$ cat src/rtl/hpdcache_refill_seq.sv
// Refill sequencer: streams memory response beats of one cache line into the data RAM,
// then writes the directory entry and releases the MSHR. Optional macro: HPDCACHE_REFILL_ERROR_EN.
module hpdcache_refill_seq #(
   parameter int PA_WIDTH      = 49,
   parameter int SETS          = 128,
   parameter int WAYS          = 4,
   parameter int WORD_WIDTH    = 64,
   parameter int CL_WORDS      = 8,
   parameter int ACCESS_WORDS  = 4,
   parameter int MSHR_ID_WIDTH = 7,
   localparam int BEATS  = CL_WORDS / ACCESS_WORDS,
   localparam int SET_W  = $clog2(SETS),
   localparam int WIDX_W = $clog2(CL_WORDS),
   localparam int TAG_W  = PA_WIDTH - SET_W - $clog2(CL_WORDS * WORD_WIDTH / 8),
   localparam int DW     = ACCESS_WORDS * WORD_WIDTH
) (
   input  logic                     clk_i,
   input  logic                     rst_ni,
   input  logic                     mem_resp_valid_i,
   output logic                     mem_resp_ready_o,
   input  logic [MSHR_ID_WIDTH-1:0] mem_resp_id_i,
   input  logic [DW-1:0]            mem_resp_data_i,
   input  logic                     mem_resp_last_i,
   input  logic                     mem_resp_error_i,
   output logic [MSHR_ID_WIDTH-1:0] mshr_lookup_id_o,
   input  logic [SET_W-1:0]         mshr_set_i,
   input  logic [TAG_W-1:0]         mshr_tag_i,
   input  logic [WAYS-1:0]          mshr_way_i,
   output logic                     data_req_o,
   input  logic                     data_gnt_i,
   output logic [SET_W-1:0]         data_set_o,
   output logic [WAYS-1:0]          data_way_o,
   output logic [WIDX_W-1:0]        data_word_o,
   output logic [DW-1:0]            data_wdata_o,
   output logic                     dir_req_o,
   input  logic                     dir_gnt_i,
   output logic [SET_W-1:0]         dir_set_o,
   output logic [WAYS-1:0]          dir_way_o,
   output logic [TAG_W-1:0]         dir_tag_o,
   output logic                     dir_valid_o,
   output logic                     mshr_ack_o,
   output logic [MSHR_ID_WIDTH-1:0] mshr_ack_id_o,
   output logic                     mshr_ack_err_o,
   output logic                     busy_o
);

   localparam int BEAT_W = (BEATS > 1) ? $clog2(BEATS) : 1;

   typedef enum logic [2:0] {IDLE, WRITE, NEXT, DIR, ACK} state_e;

   state_e                   state_q, state_d;
   logic [MSHR_ID_WIDTH-1:0] id_q, id_d;
   logic [SET_W-1:0]         set_q, set_d;
   logic [TAG_W-1:0]         tag_q, tag_d;
   logic [WAYS-1:0]          way_q, way_d;
   logic [DW-1:0]            data_q, data_d;
   logic [BEAT_W-1:0]        beat_q, beat_d;
   logic                     err_q, err_d;

   logic err_in, line_valid, ack_err;

`ifdef HPDCACHE_REFILL_ERROR_EN
   assign err_in     = mem_resp_error_i;
   assign line_valid = ~err_q;
   assign ack_err    = err_q;
`else
   logic unused_err;
   assign unused_err = mem_resp_error_i ^ err_q;
   assign err_in     = 1'b0;
   assign line_valid = 1'b1;
   assign ack_err    = 1'b0;
`endif

   always_ff @(posedge clk_i or negedge rst_ni) begin
      if (!rst_ni) begin
         state_q <= IDLE;
         id_q    <= '0;
         set_q   <= '0;
         tag_q   <= '0;
         way_q   <= '0;
         data_q  <= '0;
         beat_q  <= '0;
         err_q   <= 1'b0;
      end else begin
         state_q <= state_d;
         id_q    <= id_d;
         set_q   <= set_d;
         tag_q   <= tag_d;
         way_q   <= way_d;
         data_q  <= data_d;
         beat_q  <= beat_d;
         err_q   <= err_d;
      end
   end

   always_comb begin
      state_d          = state_q;
      id_d             = id_q;
      set_d            = set_q;
      tag_d            = tag_q;
      way_d            = way_q;
      data_d           = data_q;
      beat_d           = beat_q;
      err_d            = err_q;
      mem_resp_ready_o = 1'b0;
      data_req_o       = 1'b0;
      dir_req_o        = 1'b0;
      dir_valid_o      = 1'b0;
      mshr_ack_o       = 1'b0;
      mshr_ack_err_o   = 1'b0;
      case (state_q)
         IDLE: begin
            mem_resp_ready_o = 1'b1;
            if (mem_resp_valid_i) begin
               id_d    = mem_resp_id_i;
               set_d   = mshr_set_i;
               tag_d   = mshr_tag_i;
               way_d   = mshr_way_i;
               data_d  = mem_resp_data_i;
               beat_d  = '0;
               err_d   = err_in;
               state_d = WRITE;
            end
         end
         WRITE: begin
            data_req_o = 1'b1;
            if (data_gnt_i) begin
               if (beat_q == BEAT_W'(BEATS - 1)) begin
                  state_d = DIR;
               end else begin
                  beat_d  = beat_q + BEAT_W'(1);
                  state_d = NEXT;
               end
            end
         end
         NEXT: begin
            // Only the payload advances per beat; line identity stays from the first beat.
            mem_resp_ready_o = 1'b1;
            if (mem_resp_valid_i) begin
               data_d  = mem_resp_data_i;
               err_d   = err_q | err_in;
               state_d = WRITE;
            end
         end
         DIR: begin
            dir_req_o   = 1'b1;
            dir_valid_o = line_valid;
            if (dir_gnt_i) state_d = ACK;
         end
         ACK: begin
            mshr_ack_o     = 1'b1;
            mshr_ack_err_o = ack_err;
            state_d        = IDLE;
         end
         default: state_d = IDLE;
      endcase
   end

   assign mshr_lookup_id_o = mem_resp_id_i;
   assign data_set_o       = set_q;
   assign data_way_o       = way_q;
   assign data_word_o      = WIDX_W'(beat_q * ACCESS_WORDS);
   assign data_wdata_o     = data_q;
   assign dir_set_o        = set_q;
   assign dir_way_o        = way_q;
   assign dir_tag_o        = tag_q;
   assign mshr_ack_id_o    = id_q;
   assign busy_o           = (state_q != IDLE);

   // Protocol checks on the response stream; they never alter the sequencing.
   logic [BEAT_W-1:0] acc_beat;
   assign acc_beat = (state_q == NEXT) ? beat_q : '0;

   always @(posedge clk_i) begin
      if (rst_ni && mem_resp_valid_i && mem_resp_ready_o) begin
         assert (mem_resp_last_i == (acc_beat == BEAT_W'(BEATS - 1)))
            else $error("refill: last marker on wrong beat");
         if (state_q == NEXT)
            assert (mem_resp_id_i == id_q)
               else $error("refill: beat id differs from latched id");
      end
   end

endmodule

$ cat config.mk
export PLATFORM = sky130hd
export DESIGN_NAME = hpdcache_refill_seq
export DESIGN_NICKNAME = d
export VERILOG_FILES = /design/src/rtl/hpdcache_refill_seq.sv
export SDC_FILE = /design/constraint.sdc
export NUM_CORES = 1
export LEC_CHECK = 0
export ABC_AREA = 0
export BUFFER_PORTS_ARGS = -buffer_cell sky130_fd_sc_hd__buf_2
export CORE_AREA = 2 2 252 254
export DETAILED_ROUTE_END_ITERATION = 7
export DIE_AREA = 0 0 254 256
export GPL_TIMING_DRIVEN = 1
export PLACE_DENSITY_LB_ADDON = 0.12
export SYNTH_ARGS = -nofsm -noshare
export SYNTH_HDL_FRONTEND = slang
export SYNTH_SLANG_ARGS = --single-unit
$ cat constraint.sdc
create_clock -name clk_i -period 2.8 [get_ports clk_i]
set_input_delay 0.56 -clock clk_i [delete_from_list [all_inputs] [get_ports clk_i]]
set_output_delay 0.56 -clock clk_i [all_outputs]
set_load 0.005 [all_outputs]
==> results by group <==
Yosys
  • FF+latch count, synth: roughly 310
  • Biggest area consumer among synthesized cells: dfrtp_1
  • Post-Syn Area: roughly 0.012 mm2
  • Number of distinct library cells after synthesis: 25
  • Share of the yosys chip area belonging to registers: between 60% and 70%
  • Syn. warnings: 0
  • Gate Count Post-Synth: 705
  • Area share of the largest cell type after synthesis: between 60% and 70%
  • Synth area leaders: dfrtp_1 (64%), mux2_2 (24%), mux2_4 (6.2%), buf_4 (2.8%), buf_12 (0.82%)
  • Syn_area_per_cell: 17.3 um2

Worst hold path
  • Hold_sp: mem_resp_data_i[241]
  • Hold crit path type: primary input to flop
  • Hold Path Stages: 2
  • WHS Endpoint: data_wdata_o[241]

Placement
  • GPL Wtd Cong: 0.731
  • Port Buffers: 649
  • DP Area: 0.0163 mm2
  • Detailed placer's ending HPWL: 29300 um

Die
  • Ports: 655
  • Die Footprint: approximately 0.065 mm2
  • DIE WIDTH: 254 um
  • Row cnt: between 90 and 100
  • Starting Density: 19.5%
  • Die Y: 256 um
  • Total core area: about 0.062 mm2

Layout
  • Post-route cell area: around 0.018 mm2
  • Final nets: around 1700
  • Most frequent cells in the layout: buf_2 (648), dfrtp_1 (314), mux2_2 (260), mux2_4 (50), clkbuf_16 (41)
  • Commonest non-fill, non-tap cell in the layout: buf_2
  • Synth-to-Final Area Change: 43.9%
  • Share of layout cells above drive strength 1: between 70% and 80%

CTS
  • Clock root buffer: clkbuf_16
  • H-tree levels: 2
  • Max clock buf depth: 3
  • Clk sink count: 314
  • Clock slew at reported path FFs: ~60 ps
  • Worst-Skew Late Latency: ~530 ps
  • PostCTS Resize Cnt: 0
  • TritonCTS Buffers: 40
  • TritonCTS clock tree: yes

Route
  • Final ANT Viol Nets: 0
  • DRC Markers: 0
  • DRT iter0 DRCs: 247
  • Total wire length: 38800 um
  • DR WL/cell: between 15 and 20 um
  • Vias/cell: 3.70
  • First drt pass iteration count: 4
  • Routed vias: 8246

Timing
  • Fin. max-slew vios: 0
  • Final setup fails: 0
  • Setup TNS: 0 ps
  • Period utilization: between 70% and 80%
  • Clock Skew: roughly 12 ps
  • Unrepaired setup endpoints after global routing: false
  • Final worst path period need: between 2000 and 2500 ps
  • Hold Vio Cnt, Final: 0
  • Worst-margin pin slew: roughly 700 ps
  • FMAX: roughly 450 MHz
  • Worst relative slew slack: about half
  • Min Hold Slack: roughly 250 ps

Critical path
  • RR Startpoint: state_q[0]
  • Crit Path Max Fanout: 9
  • Critical R2R Capture: mshr_ack_id_o[0]
  • CP Launch Type: flop
  • R2R depth: 4
  • CP Data Required Time: 2240 ps
  • Reg-to-reg setup timing slack: between 700 and 800 ps
  • WS Path Type: flop to output pin
  • Worst Path Arrival: around 1700 ps
  • Setup crit end kind: output pin

Status
  • Outcome: complete, no violations

GRT
  • Global-route wire length before repair: ~57000 um
  • Largest net degree at the start of global routing: approximately 110
  • Vias in the first global route: slightly below 9000
  • GR Overflow Total: 0
  • GRT Total Usage: ~12%
  • Antenna violations before repair: 2

Power and ir drop
  • Leak: between 8 and 9 nW
  • Pwr/cell area: approximately 1200 mW/mm2
  • Maximum vdd drop: 0.491 mV

Job
  • Max Cap Viol: 0
==> cells in the mapped netlist <==
cell / number
buf_4: 46
nor3_2: 1
dfrtp_1: 314
buf_12: 5
and3_1: 1
a21oi_1: 1
buf_2: 6
and2b_2: 1
nor3b_1: 1
nor2_8: 1
conb_1: 1
o211ai_1: 2
and2_1: 1
nand2_1: 2
or2b_1: 1
buf_6: 1
mux2_4: 50
nand2b_1: 3
mux2_2: 260
or3_4: 1
nor2_1: 2
a311oi_1: 1
o31ai_1: 1
inv_1: 1
clkbuf_2: 1
==> metal layers <==
layer  global-route usage, %  share of wire (%)  vias up
li1                        -                  -     3760
met1                    11.9                 35     4118
met2                    22.0                 55      309
met3                    3.49                7.3       57
met4                    3.92                2.4        2
met5                       0              0.033        -
==> per-stage QoR <==
step | total power, mW | std cells | setup slack (ps) | util (%)
final | 20.5 | 2228 | 583 | 28.1
after global routing | 21.9 | 2228 | 492 | 28.1
after CTS | 21.0 | 2227 | 500 | 28.1
after detailed placement | 15.8 | 2159 | 580 | 26.1
after global placement | 15.8 | 2159 | 594 | 26.1
after floorplan | 12.1 | 707 | 1070 | -
==> layout make-up <==
cell class	instances	area, um2
repair buffers	666	3530
clock buffers	62	1160
multi-input cells	333	3840
clock inverters	5	75.1
fillers	6594	44900
flip-flops and latches	314	7860
inverters	1	3.75
well taps	846	1060
diodes	1	2.50
==> state kept, by name (all words and copies together), names as in the netlist <==
signal / flops
beat_q: 1
data_set_o: 7
data_way_o: 4
data_wdata_o: 256
dir_tag_o: 36
mshr_ack_id_o: 7
state_q: 3
==> worst max path at each step <==
stage,start,end,slack [ps]
2_1_floorplan,mem_resp_valid_i,data_wdata_o[226],1070
3_3_place_gp,mem_resp_valid_i,data_wdata_o[81],590
3_5_place_dp,mem_resp_valid_i,data_wdata_o[103],580
4_1_cts,state_q[0],busy_o,500
5_1_grt,state_q[0],busy_o,490
6_report,state_q[0],busy_o,580
==> timing repair <==
action / 4_1_cts / 5_1_grt
hold buffers: 1 / 0
setup endpoints to repair: 0 / 0
setup buffers: 0 / 0
endpoints found under the hold margin: 51 / 0
==> kinds of logic (layout without fill, tap and decap cells) <==
family                 after synthesis  in the layout  synth area share [%]
and+or+nand+nor                     15             15                 0.914
buffers and inverters               60            734                  4.07
DFF                                314            314                  64.5
other                                1              4                0.0308
muxes                              310            310                  30.2
AOI/OAI and AO/OA                    5              5                 0.298
==> worst max-delay path: stages, from the launching register on <==
cell	delay [ps]
dfrtp_1	480
or3_4	470
buf_2	160
==> report_power, final <==
part / internal, mW / switching [mW] / leakage (nW)
Combinational: 4.40 / 3.09 / 4.13
Clock: 3.02 / 1.94 / 0.606
Sequential: 6.88 / 1.13 / 3.69
Power figures use the tool's default switching activity.
